===== src/rtl/arb_pkg.sv =====
// Shared constants and FSM state type for the 16-way round-robin arbiter.
package arb_pkg;

    localparam int NREQ  = 16;
    localparam int IDX_W = 4;

    typedef enum logic {
        IDLE  = 1'b0,
        GRANT = 1'b1
    } arb_state_e;

endpackage


===== src/rtl/decoder4_16.sv =====
// 4-to-16 one-hot decoder with enable; all outputs low when disabled.
module decoder4_16 (
    input  logic [3:0]  w,
    input  logic        en,
    output logic [15:0] y
);

    always_comb begin
        y = '0;
        if (en) begin
            y[w] = 1'b1;
        end
    end

endmodule


===== src/rtl/rr_arbiter16.sv =====
// Round-robin arbiter for 16 requesters with a programmable hold limit per tenure.
// Back-to-back handover: the ended owner is masked out of the same-cycle re-pick.
module rr_arbiter16
    import arb_pkg::*;
#(
    parameter int unsigned MAX_HOLD = 4
) (
    input  logic                clk,
    input  logic                rst,
    input  logic [NREQ-1:0]     req,
    input  logic                release_i,   // owner finished; `release` is a reserved word
    output logic                gnt_valid,
    output logic [IDX_W-1:0]    gnt_idx,
    output logic [NREQ-1:0]     gnt_onehot,
    output logic                timeout
);

    localparam logic [7:0] HOLD_LAST = 8'(MAX_HOLD - 1);

    // First set bit of r scanning p, p+1, ... with 4-bit wrap; MSB flags a hit.
    function automatic logic [IDX_W:0] rr_pick(input logic [NREQ-1:0] r,
                                               input logic [IDX_W-1:0] p);
        logic             found;
        logic [IDX_W-1:0] k;
        logic [IDX_W-1:0] win;
        found = 1'b0;
        win   = '0;
        for (int i = 0; i < NREQ; i++) begin
            k = p + IDX_W'(i);
            if (!found && r[k]) begin
                found = 1'b1;
                win   = k;
            end
        end
        return {found, win};
    endfunction

    arb_state_e       state_q,     state_d;
    logic [IDX_W-1:0] gnt_idx_q,   gnt_idx_d;
    logic             gnt_valid_q, gnt_valid_d;
    logic [IDX_W-1:0] ptr_q,       ptr_d;
    logic [7:0]       hold_cnt_q,  hold_cnt_d;
    logic             timeout_q,   timeout_d;

    logic             end_rel;
    logic             end_wd;
    logic             end_lim;
    logic [IDX_W-1:0] next_ptr;
    logic [NREQ-1:0]  masked_req;
    logic [IDX_W:0]   pick_idle;
    logic [IDX_W:0]   pick_next;

    always_comb begin
        end_rel    = release_i;
        end_wd     = !req[gnt_idx_q];
        end_lim    = (hold_cnt_q == HOLD_LAST);
        next_ptr   = gnt_idx_q + IDX_W'(1);
        masked_req = req & ~(NREQ'(1) << gnt_idx_q);
        pick_idle  = rr_pick(req, ptr_q);
        pick_next  = rr_pick(masked_req, next_ptr);
    end

    always_comb begin
        // NOTE: every *_d gets a default first, so no path through this block can infer a latch.
        state_d     = state_q;
        gnt_idx_d   = gnt_idx_q;
        gnt_valid_d = gnt_valid_q;
        ptr_d       = ptr_q;
        hold_cnt_d  = hold_cnt_q;
        timeout_d   = 1'b0;

        unique case (state_q)
            IDLE: begin
                if (pick_idle[IDX_W]) begin
                    gnt_idx_d   = pick_idle[IDX_W-1:0];
                    gnt_valid_d = 1'b1;
                    hold_cnt_d  = '0;
                    state_d     = GRANT;
                end
            end
            GRANT: begin
                if (end_rel || end_wd || end_lim) begin
                    ptr_d     = next_ptr;
                    timeout_d = end_lim && !end_rel && !end_wd;
                    if (pick_next[IDX_W]) begin
                        gnt_idx_d  = pick_next[IDX_W-1:0];
                        hold_cnt_d = '0;
                    end else begin
                        gnt_valid_d = 1'b0;
                        state_d     = IDLE;
                    end
                end else begin
                    hold_cnt_d = hold_cnt_q + 8'd1;
                end
            end
            default: state_d = IDLE;
        endcase
    end

    // NOTE: sequential state uses non-blocking assignments so all flops update together on the edge.
    always_ff @(posedge clk) begin
        if (rst) begin
            state_q     <= IDLE;
            gnt_idx_q   <= '0;
            gnt_valid_q <= 1'b0;
            ptr_q       <= '0;
            hold_cnt_q  <= '0;
            timeout_q   <= 1'b0;
        end else begin
            state_q     <= state_d;
            gnt_idx_q   <= gnt_idx_d;
            gnt_valid_q <= gnt_valid_d;
            ptr_q       <= ptr_d;
            hold_cnt_q  <= hold_cnt_d;
            timeout_q   <= timeout_d;
        end
    end

    assign gnt_valid = gnt_valid_q;
    assign gnt_idx   = gnt_idx_q;
    assign timeout   = timeout_q;

    decoder4_16 u_dec (
        .w  (gnt_idx_q),
        .en (gnt_valid_q),
        .y  (gnt_onehot)
    );

endmodule


===== config.mk =====
export PLATFORM = sky130hd
export DESIGN_NAME = rr_arbiter16
export DESIGN_NICKNAME = d
export VERILOG_FILES = /design/src/rtl/arb_pkg.sv /design/src/rtl/decoder4_16.sv /design/src/rtl/rr_arbiter16.sv
export SDC_FILE = /design/constraint.sdc
export NUM_CORES = 1
export LEC_CHECK = 0
export ABC_AREA = 1
export CORE_ASPECT_RATIO = 2
export CORE_MARGIN = 2
export CORE_UTILIZATION = 40
export DETAILED_ROUTE_END_ITERATION = 16
export PLACE_DENSITY = 0.6
export SYNTH_ARGS = -nofsm -noshare
export SYNTH_HDL_FRONTEND = slang
export SYNTH_SLANG_ARGS = --single-unit

===== constraint.sdc =====
create_clock -name clk -period 10.15 [get_ports clk]
set_input_delay 2.03 -clock clk [delete_from_list [all_inputs] [get_ports clk]]
set_output_delay 2.03 -clock clk [all_outputs]
set_load 0.005 [all_outputs]

==> metrics.txt <==
status=complete, no violations; Hold Startpoint=hold_cnt_q[1]$_SDFFE_PP0P_; Setup TNS=0 ns; Post-DP HPWL=15800 um; sequential fraction of the synthesis area=~7.7%; share of layout cells above drive strength 1=8.16%; Synth Cell Area=4960 um^2; most frequent cells in the layout=nand2_1 (234), nand3_1 (228), nor2_1 (111); chip width=82.8 um; routed len/inst=17.6 um; syn_area_per_cell=5.38 um^2; antenna violations before repair=0; maximum fanout along the worst path=16; clock share of power=4.4%; first-pass GRT wire length=a little over 30000 um; Final Cycle Share=49.9%; MaxCap Viol Count=0; most common cell after layout, fill and taps aside=nand2_1; die area=13400 um^2; maximum level of the CTS H-tree=1; CTS tree=built; Core Box Area=12100 um^2; CTS buffer count=3; Yosys Warn Count=0; via count=between 6000 and 7000; worst skew pair latency=0.25 ns; R2R Setup Slk=5.08 ns; Hold EP=hold_cnt_q[1]$_SDFFE_PP0P_; CTS Hold Bufs=0; sw power=1.28 mW; Seq pwr share=6.3%; Comb power frac=approximately nine tenths; worst path arrival time=5.22 ns; fin crit period=5.07 ns; DRC errors left=0; Nets=988; Max VDD drop=0.000186 V; area leader, netlist=nand3_1; post-CTS setup buffer count=0; Clk pin slew, worst setup/hold paths=0.06 ns; clk sinks=19; RR Endpoint=gnt_idx[0]$_SDFFE_PP0P_; DRT Pass-1 Iters=5; Pleak=roughly 2.7 nW; area delta synth->final=10.2%; hold path cells=2; Setup crit end kind=flop; reg2reg start=gnt_idx[1]$_SDFFE_PP0P_; Mapped Cells=923; final setup vio count=0; ranking of synthesized cells by area=nand3_1 (23%), nand2_1 (18%), nor2_1 (8.4%), dfxtp_1 (7.7%), inv_1 (7.3%); endpoints failing hold=0; Post-synth EDFFs=0; PwrDens=343 nW/um^2; number of global-route vias before repair=5998; RSZ-0062 raised after global routing=no; Worst-Margin Slew=about 0.85 ns; final core utilization=between 40% and 50%; Post-synth ARST share=0%; gp weighted congestion=roughly 0.97; sw frac=68.3%; Seq cells post-synth=19; f_max=197 MHz; Hold WC Path Type=reg -> reg; CP Data Required Time=10.30 ns; Initial Util=40.9%; largest net degree at the start of global routing=34; via/cell ratio=5.60; Cell variety after synth=44; Mapped Nets=roughly 970; cell internal pwr=slightly below 600 uW; worst setup path class=reg -> reg; PortBufs=40; skew final=0.00239 ns; Worst slew margin=between 40% and 50%; Gates resized, CTS repair=0; Worst R2R Path Depth=23; Antenna diodes=0; DRT iter0 DRCs=431; post-synth top area share=between 20% and 30%; DRT Wirelength=19300 um; row count=57; CTS max path bufs=2; I/O pin cnt=41; gr usage total=~30%; Die Span Y=162 um; startpoint types=flop; Post-DRT Antenna Nets=0; Final Max Tran Viols=0; CTS root buf=clkbuf_16; Remaining Overflow, GRT=0; Main synth FF type=dfxtp_1
-- sequential cells by signal (all words and copies together) (netlist names) --
name and count:
timeout 1, hold_cnt_q 8, gnt_valid 1, state_q 1, ptr_q 4, gnt_idx 4
-- power groups by stage --
stage               Combinational (mW)  Clock [mW]  Sequential, mW
floorplan                         1.23           0           0.101
global placement                  1.64           0           0.120
detailed placement                1.63           0           0.120
CTS                               1.64      0.0833           0.118
global route                      1.86      0.0863           0.121
finish                            1.68      0.0819           0.119
-- per-stage QoR --
stage | instance area (um^2) | std cells | worst slack (ns) | hold slack [ns] | power [mW]
floorplan | 4960 | 923 | 6.09 | 0.452 | 1.34
global placement | 5390 | 1087 | 5.01 | 0.492 | 1.76
detailed placement | 5390 | 1087 | 5.00 | 0.486 | 1.75
CTS | 5470 | 1091 | 5.20 | 0.493 | 1.84
global route | 5470 | 1091 | 4.80 | 0.531 | 2.07
finish | 5470 | 1091 | 5.08 | 0.485 | 1.88
-- routing by layer --
layer / share of wire, % / GRT usage [%] / vias up
met5: 0 / 0 / -
met3: 3.0 / 3.07 / 98
met4: 10 / 24.4 / 0
met1: 34 / 28.1 / 2743
met2: 53 / 54.1 / 187
li1: - / - / 3085
-- kinds of logic (layout without fill, tap and decap cells) --
kind of cell,Yosys count,count (layout),synth area share (%)
XOR/XNOR,13,13,2.90
AND/OR/NAND/NOR,649,649,62.2
adder cells (fa/ha/maj),24,24,6.05
buffers and inverters,143,164,12.6
flip-flops,19,19,7.66
AO/OA/AOI/OAI,75,75,8.59
-- worst max-delay path by stage --
| stage | depth (start not counted) | endpoint | start | slack, ns |
|---|---|---|---|---|
| floorplan | 20 | gnt_idx[0]$_SDFFE_PP0P_ | req[11] | 6.09 |
| global placement | 21 | gnt_idx[0]$_SDFFE_PP0P_ | req[7] | 5.01 |
| detailed placement | 21 | hold_cnt_q[7]$_SDFFE_PP0P_ | req[13] | 5.00 |
| CTS | 23 | hold_cnt_q[7]$_SDFFE_PP0P_ | gnt_idx[1]$_SDFFE_PP0P_ | 5.20 |
| global route | 23 | hold_cnt_q[7]$_SDFFE_PP0P_ | gnt_idx[1]$_SDFFE_PP0P_ | 4.80 |
| finish | 23 | gnt_idx[0]$_SDFFE_PP0P_ | gnt_idx[1]$_SDFFE_PP0P_ | 5.08 |
-- worst max-delay path: stages (launching register included) --
cell      delay, ns
dfxtp_1        0.64
inv_1          0.27
ha_1           0.78
inv_2          0.30
nand2_1        0.12
nand2_1        0.31
inv_2          0.37
nand3_1        0.14
nand3_1        0.14
nand3_1        0.10
nand2_2        0.16
nand3_2        0.10
nor2_4         0.16
nand3_2        0.10
nor2_4         0.16
nand2_1        0.18
nand3b_1       0.16
nor2_1         0.10
nor3b_1        0.20
nand3_1        0.13
nand3_1        0.10
nand2_1        0.05
nor2_1         0.10
nor2_1         0.05
-- Yosys cell counts, types with 2 or more instances --
cell type	count
a21oi_1	21
buf_2	14
buf_4	4
buf_6	7
clkbuf_1	2
clkinv_1	2
dfxtp_1	19
ha_1	24
inv_1	96
inv_2	17
nand2_1	234
nand2_2	13
nand2_4	2
nand3_1	228
nand3_2	7
nand3b_1	4
nand4_1	17
nand4_2	3
nand4_4	5
nor2_1	111
nor2_2	4
nor2_4	7
nor3_1	7
nor3b_1	2
nor4_1	2
o211ai_1	3
o21a_1	3
o21ai_0	31
o21ai_1	5
o21ai_2	5
o31ai_1	2
xnor2_1	2
xnor2_2	2
xor2_1	7
xor2_2	2
-- final cells by class --
class,count,area (um^2)
fill,1407,6650
timing repair buffer,44,430
tap,147,184
clock buffer,3,75.1
clock inverter,1,5.00
inverter,116,438
multi-input combinational,761,3960
sequential,19,380
Power figures use the tool's default switching activity.
